===== config.mk =====
export PLATFORM = sky130hd
export DESIGN_NAME = bcd_digit_sequencer
export DESIGN_NICKNAME = d
export VERILOG_FILES = /design/src/rtl/display_pkg.sv /design/src/rtl/leading_zero_blank.sv /design/src/rtl/bcd_digit_sequencer.sv
export SDC_FILE = /design/constraint.sdc
export NUM_CORES = 1
export LEC_CHECK = 0
export CORE_UTILIZATION = 49
export CTS_CLUSTER_DIAMETER = 120
export DETAILED_ROUTE_END_ITERATION = 7
export GPL_TIMING_DRIVEN = 1
export PLACE_DENSITY = 0.95
export SLEW_MARGIN = 20
export SYNTH_ARGS = -nofsm -noshare
export SYNTH_HDL_FRONTEND = slang
export SYNTH_SLANG_ARGS = --single-unit

===== constraint.sdc =====
create_clock -name clk -period 4.5 [get_ports clk]
set_input_delay 0.675 -clock clk [delete_from_list [all_inputs] [get_ports clk]]
set_output_delay 0.675 -clock clk [all_outputs]
set_load 0.1 [all_outputs]

===== src/rtl/display_pkg.sv =====
// Shared types and constants for the 7-segment display path: sequencer
// state encoding, divider widths, blank code and the saturation limit.
package display_pkg;

    typedef enum logic [2:0] {
        S_IDLE  = 3'd0,
        S_LOAD  = 3'd1,
        S_GUARD = 3'd2,
        S_WAIT  = 3'd3,
        S_STORE = 3'd4,
        S_DONE  = 3'd5
    } seq_state_e;

    localparam logic [3:0] BCD_BLANK  = 4'hF;
    localparam int         DIV_WIDTH  = 14;
    localparam int         QUOT_WIDTH = 10;
    localparam int         MAX_VALUE  = 9999;

    // Saturate a request to the largest value the display can show.
    function automatic logic [DIV_WIDTH-1:0] clamp_value(
        input logic [DIV_WIDTH-1:0] v,
        input logic [DIV_WIDTH-1:0] lim
    );
        logic [DIV_WIDTH-1:0] r;
        if (v > lim) begin
            r = lim;
        end else begin
            r = v;
        end
        return r;
    endfunction

endpackage


===== src/rtl/leading_zero_blank.sv =====
// Combinational leading-zero suppression: zero digits above the first
// non-zero digit become the blank code; digit0 is always shown.
module leading_zero_blank #(
    parameter int NUM_DIGITS = 4
) (
    input  logic [4*NUM_DIGITS-1:0] digits_i,
    output logic [4*NUM_DIGITS-1:0] digits_o
);
    import display_pkg::*;

    logic blanking_s;

    // Scan from the most significant digit down until a non-zero digit appears.
    always_comb begin
        digits_o   = digits_i;
        blanking_s = 1'b1;
        for (int i = NUM_DIGITS - 1; i >= 1; i--) begin
            if (blanking_s && (digits_i[i*4 +: 4] == 4'd0)) begin
                digits_o[i*4 +: 4] = BCD_BLANK;
            end else begin
                blanking_s = 1'b0;
            end
        end
    end

endmodule


===== src/rtl/bcd_digit_sequencer.sv =====
// Binary-to-BCD sequencer driving an external divide-by-10 unit; digits are
// produced LSD first. Define LEADING_ZERO_BLANK_EN to blank leading zeros.
module bcd_digit_sequencer #(
    parameter int NUM_DIGITS = 4,
    parameter int MAX_VALUE  = display_pkg::MAX_VALUE
) (
    input  logic                                clk,
    input  logic                                rst_n,
    input  logic [display_pkg::DIV_WIDTH-1:0]   value,
    input  logic                                convert,
    output logic                                busy,
    output logic                                valid,
    output logic                                ovf,
    output logic [4*NUM_DIGITS-1:0]             digits,
    output logic                                div_start,
    output logic [display_pkg::DIV_WIDTH-1:0]   div_dividend,
    input  logic [display_pkg::QUOT_WIDTH-1:0]  div_quotient,
    input  logic [display_pkg::DIV_WIDTH-1:0]   div_remainder,
    input  logic                                div_done
);
    import display_pkg::*;

    localparam int                   IDX_W    = 2;
    localparam logic [DIV_WIDTH-1:0] MAX_C    = DIV_WIDTH'(MAX_VALUE);
    localparam logic [IDX_W-1:0]     LAST_IDX = IDX_W'(NUM_DIGITS - 1);

    seq_state_e              state_q, state_d;
    logic [DIV_WIDTH-1:0]    work_q, work_d;
    logic [IDX_W-1:0]        idx_q, idx_d;
    logic [4*NUM_DIGITS-1:0] shadow_q, shadow_d;
    logic [4*NUM_DIGITS-1:0] digits_q, digits_d;
    logic                    busy_q, busy_d;
    logic                    valid_q, valid_d;
    logic                    ovf_q, ovf_d;
    logic                    start_q, start_d;
    logic [4*NUM_DIGITS-1:0] disp_s;
    logic                    unused_rem_s;

    // Upper remainder bits are always zero for a divide-by-10.
    assign unused_rem_s = ^div_remainder[DIV_WIDTH-1:4];

`ifdef LEADING_ZERO_BLANK_EN
    leading_zero_blank #(
        .NUM_DIGITS (NUM_DIGITS)
    ) u_blank (
        .digits_i (shadow_q),
        .digits_o (disp_s)
    );
`else
    assign disp_s = shadow_q;
`endif

    // Next-state and datapath decode for the conversion sequence.
    always_comb begin
        state_d  = state_q;
        work_d   = work_q;
        idx_d    = idx_q;
        shadow_d = shadow_q;
        digits_d = digits_q;
        busy_d   = busy_q;
        valid_d  = 1'b0;
        ovf_d    = ovf_q;
        start_d  = 1'b0;
        case (state_q)
            S_IDLE: begin
                if (convert) begin
                    work_d   = clamp_value(value, MAX_C);
                    ovf_d    = (value > MAX_C);
                    busy_d   = 1'b1;
                    idx_d    = '0;
                    shadow_d = '0;
                    start_d  = 1'b1;
                    state_d  = S_LOAD;
                end else begin
                    state_d = S_IDLE;
                end
            end
            S_LOAD: begin
                state_d = S_GUARD;
            end
            // A done left over from the previous division is still visible here.
            S_GUARD: begin
                state_d = S_WAIT;
            end
            S_WAIT: begin
                if (div_done) begin
                    state_d = S_STORE;
                end else begin
                    state_d = S_WAIT;
                end
            end
            S_STORE: begin
                for (int i = 0; i < NUM_DIGITS; i++) begin
                    if (idx_q == IDX_W'(i)) begin
                        shadow_d[i*4 +: 4] = div_remainder[3:0];
                    end else begin
                        shadow_d[i*4 +: 4] = shadow_q[i*4 +: 4];
                    end
                end
                work_d = {4'b0000, div_quotient};
                if (idx_q == LAST_IDX) begin
                    state_d = S_DONE;
                end else begin
                    idx_d   = idx_q + IDX_W'(1);
                    start_d = 1'b1;
                    state_d = S_LOAD;
                end
            end
            S_DONE: begin
                digits_d = disp_s;
                valid_d  = 1'b1;
                busy_d   = 1'b0;
                state_d  = S_IDLE;
            end
            default: begin
                state_d = S_IDLE;
                busy_d  = 1'b0;
            end
        endcase
    end

    // State and registered outputs; reset aborts any conversion in flight.
    always_ff @(posedge clk or negedge rst_n) begin
        if (!rst_n) begin
            state_q  <= S_IDLE;
            work_q   <= '0;
            idx_q    <= '0;
            shadow_q <= '0;
            digits_q <= '0;
            busy_q   <= 1'b0;
            valid_q  <= 1'b0;
            ovf_q    <= 1'b0;
            start_q  <= 1'b0;
        end else begin
            state_q  <= state_d;
            work_q   <= work_d;
            idx_q    <= idx_d;
            shadow_q <= shadow_d;
            digits_q <= digits_d;
            busy_q   <= busy_d;
            valid_q  <= valid_d;
            ovf_q    <= ovf_d;
            start_q  <= start_d;
        end
    end

    assign busy         = busy_q;
    assign valid        = valid_q;
    assign ovf          = ovf_q;
    assign digits       = digits_q;
    assign div_start    = start_q;
    assign div_dividend = work_q;

endmodule


Word level (Yosys, flattened, before mapping)
Cells that the tools add are included.
- output and inout port bits: 34
- input bits: 42
- bits in registers: 55
- mux-type cells: 22
- add/subtract/negate cells: 1
- $lt $le $gt $ge: 1
- bitwise logic cells: 1
- equal/unequal tests: 14
- reduce and logical (&&, ||, !) cells: 12
- operators with widths (operator ; number):
    case mux 16 bit (2 select lines) ; 1
    2-to-1 mux 14 bit ; 2
    case mux 14 bit (2 select lines) ; 1
    2-to-1 mux 16 bit ; 1
    2-to-1 mux 4 bit ; 4
    case mux 3 bit (5 select lines) ; 1
    AND reduction 3 bit ; 5
    > comparator 14 bit (second input constant) ; 1
    != test 2 bit (second input constant) ; 6
    equality test 3 x 2 -> 1 bit (second input constant) ; 2
    equality test 3 bit (second input constant) ; 2
    2-to-1 mux 3 bit ; 2
    AND reduction 2 bit ; 3
    2-to-1 mux 1 bit ; 5
    equality test 2 bit (second input constant) ; 2
    2-to-1 mux 2 bit ; 2
    case mux 1 bit (2 select lines) ; 2
    case mux 2 bit (2 select lines) ; 1
    OR reduction 4 bit ; 1
    equality test 3 x 1 -> 1 bit (second input constant) ; 1
    zero test 3 bit ; 1
    adder 2 x 1 -> 2 bit (second input constant) ; 1
    equality test 2 x 1 -> 1 bit (second input constant) ; 1
    zero test 2 bit ; 1
    other kinds (2) ; 2

Longest topological paths before layout
Gate-level depths: netlist (run 1).
- word-level depth: 4
- mapped depth: 5
- gate-level depth less buffers: 4

Worst setup path after synthesis (run 1)
OpenSTA, ideal clock, no wires.
- kind: input to register
- start: input port value[6] in the netlist's numbering
- end: register work_q[0], in the netlist div_dividend[0]
- stages on the path: 3
- arrival time: 1.639 ns
- path buffers: 0
- required time: 4.377 ns
- path slack: 2.738 ns
- cells stage by stage: nor4_1 > o211ai_4 > o221a_2
- cells in the longest elaborated chain, start to end: 4
- RTL lines (what ; line ; text):
    from (decl) ; bcd_digit_sequencer.sv:9 ; input logic [display_pkg::DIV_WIDTH-1:0] value,
    > comparator 14 bit ; display_pkg.sv:25 ; if (v > lim) begin
    2-to-1 mux 14 bit ; display_pkg.sv:25 ;
    2-to-1 mux 14 bit ; bcd_digit_sequencer.sv:66 ; if (convert) begin
    case mux 14 bit (2 select lines) ; bcd_digit_sequencer.sv:64 ; case (state_q)
    to (signal assigned) ; bcd_digit_sequencer.sv:136 ; work_q <= work_d;
    to (decl) ; bcd_digit_sequencer.sv:28 ; logic [DIV_WIDTH-1:0] work_q, work_d;
No other way between the ends. The select of a mux whose other input is x is not followed.
A chain may end at the register's enable or synchronous reset.

Final worst setup path (run 1)
- start: register digits_q[3], in the netlist digits[3]
- end: output port digits[3]
- RTL lines (what ; line ; text):
    from (decl) ; bcd_digit_sequencer.sv:31 ; logic [4*NUM_DIGITS-1:0] digits_q, digits_d;
    from (signal assigned) ; bcd_digit_sequencer.sv:139 ; digits_q <= digits_d;
    to (decl) ; bcd_digit_sequencer.sv:14 ; output logic [4*NUM_DIGITS-1:0] digits,
No word-level cell between the ends.

==> summary.md, run 1 <==
| Metric | Value |
|---|---|
| Top_reg_cell synth | `dfrtp_1` |
| Detailed Route Iter0 Violations | `roughly 100` |
| DIE AREA | `between 4000 and 5000 sq um` |
| TritonRoute pass-1 iters | `6` |
| Initial Util | `roughly half` |
| Clock Path Buffers | `2` |
| Tot GR Track Use | `20.9%` |
| Worst Path Required | `3.83 ns` |
| Post-CTS Resized | `0` |
| Chip width | `a little over 70 um` |
| Post-synth EDFFs | `0` |
| N_diodes | `0` |
| Fillers | `between 300 and 400` |
| Worst hold slack | `roughly 0.47 ns` |
| Worst path max stage delay | `~1.2 ns` |
| Post-layout util | `70.2%` |
| Register area share after synthesis | `between 50% and 60%` |
| Largest net degree at the start of global routing | `56` |
| Critical Path End Type | `output port` |
| Total grt overflow | `0` |
| Max-slew violation count | `0` |
| Core Footprint | `4440 sq um` |
| Routed vias/inst | `5.75` |
| Status | `finished with violations` |
| Asr flop ratio synth | `100%` |
| Max Fclk | `approximately 400 MHz` |
| TritonCTS clock tree | `yes` |
| Data arrival, critical path | `between 1.5 and 2 ns` |
| # nets final | `around 280` |
| Number of remaining DRC errors | `7` |
| Cell with the most instances after synthesis | `dfrtp_1` |
| CP max stage cell | `clkdlybuf4s50_1` |
| Unrepaired setup endpoints after global routing | `no` |
| YS warnings | `0` |
| Share of layout cells above drive strength 1 | `16.8%` |
| Crit path cell chain | `clkdlybuf4s50_1` |
| Die Y | `between 70 and 80 um` |
| Failing checks | `DRC` |
| DP HPWL | `3430 um` |
| Worst Skew | `between 0.002 and 0.0025 ns` |
| Synth-to-Final Area Change | `35.1%` |
| # port buffers | `65` |
| Post-CTS Setup Bufs | `0` |
| Post-route ant nets | `0` |
| Max Cap Viol | `0` |
| CTS Buf Count | `5` |
| Min-Delay Path Class | `input port to async pin` |
| Power density over the cells | `809 nW/um^2` |
| Antenna violations before repair | `0` |
| Setup TNS | `0 ns` |
| Mapped Nets | `roughly 210` |
| Vias in the first global route | `roughly 1.6k` |
| First-pass GRT wire length | `7880 um` |
| Top cells by count, synth | `dfrtp_1 (55), mux2_2 (16), a32o_1 (12)` |
| Leak | `1.37 nW` |
| Worst vdd ir | `around 540 uV` |
| Min Clock Period, post-route | `approximately 2.5 ns` |
| Synth area leaders | `dfrtp_1 (60%), mux2_2 (7.8%), a32o_1 (5.2%)` |
| Post-route insts no fill | `284` |
| Yosys reg bits | `between 50 and 60` |
| Avg WL per Cell | `roughly 16 um` |
| Bufs and invs on worst path | `1` |
| Hold_buf cts | `0` |
| Clock Latency Late Sink | `0.31 ns` |
| Worst rel slew slack | `33.9%` |
| WL final | `roughly 4700 um` |
| Library cells used by synthesis | `34` |
| Tcrit/Tclk final | `a little under three fifths` |
| Row count | `24` |
| Placed cells | `between 200 and 300` |
| CTS sink count | `55` |
| Synthesized area per cell | `roughly 14 sq um` |
| Post-Syn Instances | `163` |
| Root Driver | `clkbuf_8` |
| CP Launch Type | `flop` |
| Top cell type's share of synthesized area | `slightly below 60%` |
| Endpoints failing hold | `0` |
| Placer Congestion | `around 0.77` |
| Crit path max-delay family | `buffers and inverters` |
| Worst slew pin tran | `between 0.9 and 1 ns` |
| Clock H-tree levels | `2` |
| Via count | `1,634` |
| Worst Path Max Fanout | `2` |
| Clock-pin transition on the worst setup and hold timing paths | `0.09 ns` |
| Storage element area | `1380 sq um` |
| Final setup fails | `0` |
| Cell Area, Synth | `2310 sq um` |
| Crit Path Class | `flop to output port` |
| # IOs | `76` |
| Area taken by multi-input logic gates | `880 sq um` |
| Dominant cell type by area after synthesis | `dfrtp_1` |
==> per-layer routing <==
layer	global-route usage, %	wire length, um	vias to the layer above
li1	-	-	759
met1	27.1	1980	819
met2	33.4	2380	48
met3	5.27	189	8
met4	9.78	118	0
met5	0	0	-
==> through the flow <==
| step | setup WS [ns] | total power, mW | area (sq um) |
|---|---|---|---|
| floorplan | 2.74 | 1.87 | 2310 |
| global placement | 2.09 | 2.18 | 3000 |
| detailed placement | 2.02 | 2.20 | 3000 |
| CTS | 1.98 | 2.54 | 3120 |
| global route | 1.94 | 2.63 | 3120 |
| finish | 1.99 | 2.52 | 3120 |
==> registers in the layout, summed over array words and instances (netlist names) <==
signal,count
busy,1
digits,16
disp_s,16
div_dividend,14
div_start,1
idx_q,2
ovf,1
state_q,3
valid,1
==> cells in the final DEF, fill, tap and decap left out, drive strengths merged, types with 3 or more instances in the layout <==
master and n:
nand2b 11, a22o 8, nor2 6, o211ai 4, clkbuf 6, clkdlybuf4s50 64, a32o 12, mux2 16
dfrtp 55, a221o 4, inv 5, buf 3, ha 4, and2 4, o221a 6
==> logic make-up after synthesis <==
family / count (synthesis) / synth area share, %
buffers and inverters: 11 / 2.22
flip-flops: 55 / 59.7
adder cells (fa/ha/maj): 4 / 2.17
AND/OR/NAND/NOR: 32 / 9.44
multiplexers: 17 / 8.24
AO/OA/AOI/OAI: 44 / 18.3
==> power breakdown <==
| part | internal, mW | leakage [nW] | total (mW) | switching (mW) |
|---|---|---|---|---|
| sequential | 0.659 | 0.719 | 0.778 | 0.119 |
| clock | 0.180 | 0.0612 | 0.335 | 0.155 |
| combinational | 0.385 | 0.590 | 1.41 | 1.02 |
==> final timing paths <==
check,startpoint,end,slack (ns),depth (start not counted)
min in group clk,disp_s[6]$_DFFE_PN0P_,disp_s[6]$_DFFE_PN0P_,0.50,1
worst max-delay path,digits[3]$_DFFE_PN0P_,digits[3],1.99,1
max in group asynchronous,rst_n,disp_s[6]$_DFFE_PN0P_,3.59,2
worst min register to register,disp_s[6]$_DFFE_PN0P_,disp_s[6]$_DFFE_PN0P_,0.50,1
worst max register to register,state_q[2]$_DFF_PN0_,disp_s[5]$_DFFE_PN0P_,2.67,3
worst min-delay path,rst_n,digits[1]$_DFFE_PN0P_,0.47,2
==> final cells by class <==
cell class	count	area share (%)
repair buffers	67	21.2
flip-flops and latches	55	44.1
well taps	52	2.09
multi-input cells	97	28.2
clock buffers	6	2.65
clock inverters	2	1.12
inverters	5	0.602
Power figures use the tool's default switching activity.
==> run 2: changes to the inputs <==
- CORE_UTILIZATION: 49 -> 45
- PLACE_DENSITY: 0.95 -> 0.89
- clock period: 4.5 -> 2.4 ns (I/O delays scaled with it)
==> run 2 against run 1 <==
The run now ends clean; non-clock buffer count rose by 4; die area grew 8.6%; first-iteration DRC count fell by 33%; clock skew rose by 0.0046 ns; utilization down 6.7 points; register-to-register slack worse by 2.0 ns; flip-flop and latch count did not move; global-route usage decreased by 2.6 points; cell area is 1.9% lower; worst setup slack got worse by 1.3 ns; routed wire length decreased by 1.5%.
==> summary.md, run 2 (same netlist as run 1, synthesis figures left out) <==
| Metric | Value |
|---|---|
| Cell Area, Placed | `between 2000 and 3000 sq um` |
| N_diodes | `0` |
| Die Y | `around 74 um` |
| Synth-to-Final Area Change | `32.5%` |
| Gr busiest metal | `met2` |
| CTS Buf Count | `5` |
| # nets final | `281` |
| Tcrit/Tclk final | `71.4%` |
| Data arrival, critical path | `around 1.9 ns` |
| Number of remaining DRC errors | `0` |
| Post-route ant nets | `0` |
| Initial Util | `between 40% and 50%` |
| Max Cap Viol | `0` |
| Root Driver | `clkbuf_8` |
| Final instance area | `3060 sq um` |
| Reg2reg path depth | `4` |
| Total grt overflow | `0` |
| GR Util met3 | `approximately 4.8%` |
| Final setup fails | `0` |
| CTS sink count | `55` |
| Routed vias/inst | `~5.4` |
| Worst rel slew slack | `a little under three fifths` |
| Antenna violations before repair | `0` |
| CP Launch Type | `flop` |
| # IOs | `between 70 and 80` |
| Clock H-tree levels | `2` |
| TritonRoute pass-1 iters | `4` |
| Most frequent cells in the layout | `dfrtp_1 (55), buf_4 (40), clkdlybuf4s50_1 (30)` |
| Critical Path End Type | `flop` |
| Fillers | `roughly 400` |
| Reg-to-reg endpoint | `div_dividend[2]$_DFFE_PN0P_` |
| Unrepaired setup endpoints after global routing | `no` |
| Clock Path Buffers | `2` |
| Clock-pin transition on the worst setup and hold timing paths | `approximately 0.10 ns` |
| Hold_buf cts | `0` |
| # port buffers | `65` |
| Min Clock Period, post-route | `approximately 1.7 ns` |
| Worst slew pin tran | `about 0.64 ns` |
| Status | `completed` |
| Share of layout cells above drive strength 1 | `~33%` |
| Avg WL per Cell | `15.2 um` |
| Met2 Use GR | `between 20% and 30%` |
| Placer Congestion | `between 0.7 and 0.8` |
| Storage element area | `1380 sq um` |
| Row count | `25` |
| Worst Skew | `0.00671 ns` |
| Tot GR Track Use | `roughly 18%` |
| Chip width | `about 74 um` |
| TritonCTS clock tree | `yes` |
| Min-Delay Path Class | `input port to async pin` |
| DIE AREA | `~5400 sq um` |
| Via count | `approximately 1.6k` |
| Internal reg-to-reg setup slack | `0.69 ns` |
| Crit path cell chain | `nor4b_4, buf_4, o211ai_4, o221a_2` |
| First-pass GRT wire length | `around 7500 um` |
| R2r startpoint | `state_q[2]$_DFF_PN0_` |
| Clock Latency Late Sink | `0.31 ns` |
| Endpoints failing hold | `0` |
| Max Fclk | `just under 600 MHz` |
| GRT met1 Usage | `around 24%` |
| Largest net degree at the start of global routing | `25` |
| Setup TNS | `0 ns` |
| Core Footprint | `between 4000 and 5000 sq um` |
| DP HPWL | `3450 um` |
| CP max stage cell | `dfrtp_1` |
| Worst Path Max Fanout | `11` |
| Vias in the first global route | `roughly 1.6k` |
| Most common cell after layout, fill and taps aside | `dfrtp_1` |
| Worst path max stage delay | `between 0.5 and 0.6 ns` |
| WL final | `4600 um` |
| Area taken by multi-input logic gates | `between 800 and 900 sq um` |
| Worst hold slack | `0.00700 ns` |
| Crit Path Class | `flop to flop` |
| Max-slew violation count | `0` |
| Post-CTS Resized | `0` |
| Worst Path Required | `2.61 ns` |
| Post-CTS Setup Bufs | `0` |
| Detailed Route Iter0 Violations | `between 60 and 70` |
## run 2: cell count changes in the layout (fill, tap and decap cells not counted), sizes merged
cell           before  now
buf                 3   41
clkdlybuf4s50      64   30
bufinv              1    0
clkbuf              6    5
clkinv              1    2
clkinvlp            0    1
## run 2: worst max-delay path, delay by kind of cell, from the launching register on
family | cells | cell delay, ns
AO/OA/AOI/OAI | 2 | 0.40
buffers and inverters | 1 | 0.22
flip-flops | 1 | 0.53
AND/OR/NAND/NOR | 1 | 0.46
## run 2: per-layer routing
metal  vias to the layer above  routed length (um)
met5                         -                   0
met4                         0                  61
met3                         6                 144
met2                        45                2330
met1                       810                2060
li1                        766                   -
## run 2: layout make-up
cell class | count | area share, %
sequential | 55 | 45.0
clock inverter | 3 | 0.818
tap | 67 | 2.74
timing repair buffer | 71 | 19.8
multi-input combinational | 97 | 28.8
clock buffer | 5 | 2.25
inverter | 5 | 0.614
## run 2: stage by stage
step | setup slack, ns | cells | util [%]
6_report | 0.685 | 303 | 63.5
3_3_place_gp | 0.424 | 295 | 61.5
5_1_grt | 0.585 | 303 | 63.5
4_1_cts | 0.700 | 303 | 63.5
2_1_floorplan | 0.843 | 163 | -
3_5_place_dp | 0.384 | 295 | 61.5
## run 2: worst max path at each step
stage	depth (start not counted)	slack [ns]	start	endpoint
global route	4	0.59	state_q[2]$_DFF_PN0_	div_dividend[2]$_DFFE_PN0P_
global placement	5	0.42	convert	div_dividend[9]$_DFFE_PN0P_
floorplan	4	0.84	state_q[1]$_DFF_PN0_	disp_s[0]$_DFFE_PN0P_
finish	4	0.69	state_q[2]$_DFF_PN0_	div_dividend[2]$_DFFE_PN0P_
CTS	4	0.70	state_q[2]$_DFF_PN0_	div_dividend[2]$_DFFE_PN0P_
detailed placement	5	0.38	convert	div_dividend[2]$_DFFE_PN0P_
Power of run 2 is not shown: default switching activity piles up to over one toggle a cycle in this logic, so the estimate is an artifact.
==> run 3: changes to the inputs <==
- CORE_UTILIZATION: 45 -> 41
- PLACE_DENSITY: 0.89 -> 0.86
- clock period: 2.4 -> 1.5 ns (I/O delays scaled with it)
==> run 3 against run 2 <==
The flow now finishes with violations (setup timing); non-clock buffer count is 24 higher; maximum frequency increased by 4.6%; utilization grew 7.3 points; first-iteration DRC count increased by 82%; sequential share of layout area is 8.0 points lower; worst hold slack improved by 0.35 ns; final cell count increased by 8.9%; register-to-register slack got worse by 0.82 ns; die area up 9.5%; critical path type unchanged; largest cell class unchanged; highest routed layer unchanged.
==> summary.md, run 3 (same netlist as run 1, synthesis figures left out) <==
| Metric | Value |
|---|---|
| Status | `finished with violations` |
| Failing checks | `setup timing` |
| Cell Area, Placed | `3520 sq um` |
| Via count | `1,802` |
| Post-route ant nets | `0` |
| Total grt overflow | `0` |
| TritonCTS clock tree | `yes` |
| Area taken by multi-input logic gates | `between 900 and 1000 sq um` |
| Antenna violations before repair | `0` |
| Post-route insts no fill | `330` |
| Max-slew violation count | `0` |
| Routed vias/inst | `between 5 and 6` |
| Crit path cell chain | `nor4b_4, buf_4, o211ai_1, a32o_2` |
| DP HPWL | `4060 um` |
| Min-Delay Path Class | `input port to flop` |
| Avg WL per Cell | `approximately 17 um` |
| Tot GR Track Use | `between 20% and 30%` |
| Row count | `26` |
| CP Launch Type | `flop` |
| Final setup fails | `18` |
| Fillers | `approximately 340` |
| Min Clock Period, post-route | `~1.6 ns` |
| Crit Path Class | `flop to flop` |
| Setup TNS | `-1.20 ns` |
| Max Fclk | `a little over 600 MHz` |
| Data arrival, critical path | `about 1.8 ns` |
| Number of remaining DRC errors | `0` |
| Endpoints failing hold | `0` |
| Setup ws final | `-0.140 ns` |
| Most frequent cells in the layout | `dfrtp_1 (52), buf_12 (36), clkdlybuf4s50_1 (29)` |
| Initial Util | `between 40% and 50%` |
| First-pass GRT wire length | `9470 um` |
| Power density over the cells | `approximately 2400 nW/um^2` |
| Synth-to-Final Area Change | `61.6%` |
| Leak | `~1.7 nW` |
| Die Y | `just under 80 um` |
| Critical Path End Type | `flop` |
| WL final | `around 5700 um` |
| Bufs and invs on worst path | `1` |
| Crit path max-delay family | `compound AO/OA/AOI/OAI gates` |
| Clock H-tree levels | `2` |
| Placer Congestion | `~0.78` |
| Placed cells | `312` |
| CTS sink count | `55` |
| Vias in the first global route | `~1.9k` |
| Unrepaired setup endpoints after global routing | `yes` |
| Clock Latency Late Sink | `0.30 ns` |
| N_diodes | `0` |
| Root Driver | `clkbuf_8` |
| Worst Path Required | `between 1.5 and 2 ns` |
| Worst vdd ir | `between 1000 and 1500 uV` |
| Max Cap Viol | `0` |
| TritonRoute pass-1 iters | `4` |
| Worst slew pin tran | `roughly 0.45 ns` |
| Storage element area | `1380 sq um` |
| Chip width | `77.0 um` |
| DIE AREA | `5930 sq um` |
| Largest net degree at the start of global routing | `56` |
| Worst path max stage delay | `between 0.4 and 0.5 ns` |
| CP max stage cell | `dfrtp_2` |
| Clock Path Buffers | `2` |
| Final instance area | `around 3700 sq um` |
| Worst rel slew slack | `between 70 and 80%` |
| # port buffers | `65` |
| Power Total | `a little under 9 mW` |
| Tcrit/Tclk final | `109%` |
| Most common cell after layout, fill and taps aside | `dfrtp_1` |
| Core Footprint | `between 5000 and 6000 sq um` |
| Share of layout cells above drive strength 1 | `42.3%` |
| Worst Path Max Fanout | `4` |
| Worst Skew | `about 0.0036 ns` |
| Detailed Route Iter0 Violations | `around 120` |
| # nets final | `between 300 and 400` |
| # IOs | `76` |
| Clock-pin transition on the worst setup and hold timing paths | `about 0.1 ns` |
| CTS Buf Count | `5` |
run 3: changes by cell type in the layout (fill, tap and decap cells not counted), moves of 2 or more:
cell	change
buf_12	+36
buf_4	-14
clkinv_4	-2
clkinvlp_4	+2
dfrtp_1	-3
dfrtp_2	+3
run 3: worst min-delay path, delay by kind of cell:
family	cells	cell delay (ns)
AO/OA/AOI/OAI	2	0.22
buffers and inverters	1	0.19
run 3: final cells by class:
cell class | count | share of cell area [%]
Timing Repair Buffer | 95 | 33.4
Multi-Input combinational cell | 97 | 24.3
Tap cell | 70 | 2.35
Sequential cell | 55 | 37.0
Clock buffer | 5 | 1.85
Clock inverter | 3 | 0.537
Inverter | 5 | 0.604
run 3: per-layer routing:
| layer | up-vias | track usage, % | part of all wire [%] |
|---|---|---|---|
| met5 | - | 0 | 0 |
| li1 | 816 | - | - |
| met1 | 912 | 22.7 | 39 |
| met2 | 62 | 38.3 | 56 |
| met3 | 12 | 4.40 | 3.8 |
| met4 | 0 | 7.17 | 2.0 |
run 3: where the power goes:
part	switching [mW]	total, mW	internal, mW
Combinational	3.29	5.44	2.15
Clock	0.476	0.802	0.326
Sequential	0.534	2.52	1.99
Total	4.30	8.76	4.46
run 3: through the flow:
stage	worst slack, ns	hold slack [ns]	utilization (%)
2_1_floorplan	-0.0441	-0.0706	-
4_1_cts	-0.0111	0.457	69.8
5_1_grt	-0.187	0.385	70.8
6_report	-0.140	0.359	70.8
3_5_place_dp	-0.293	0.240	66.9
3_3_place_gp	-0.233	0.241	66.9
run 3: repair_timing:
action                                  4_1_cts  5_1_grt
gates resized for setup                       4        9
endpoints found under the hold margin        55        0
pin swaps                                     5       12
endpoints found under the setup margin       20       44
setup buffers                                 6        5
hold buffers                                  1        0
run 3: worst paths after layout:
path / from / endpoint / slack (ns) / depth (start not counted)
setup / recovery: state_q[2]$_DFF_PN0_ / disp_s[11]$_DFFE_PN0P_ / -0.14 / 4
hold / removal: convert / busy$_DFFE_PN0P_ / 0.36 / 3
setup reg to reg: state_q[2]$_DFF_PN0_ / disp_s[11]$_DFFE_PN0P_ / -0.14 / 4
hold reg to reg: disp_s[2]$_DFFE_PN0P_ / disp_s[2]$_DFFE_PN0P_ / 0.50 / 1
max in group asynchronous: rst_n / state_q[2]$_DFF_PN0_ / 0.81 / 3
min in group asynchronous: rst_n / digits[5]$_DFFE_PN0P_ / 0.45 / 3
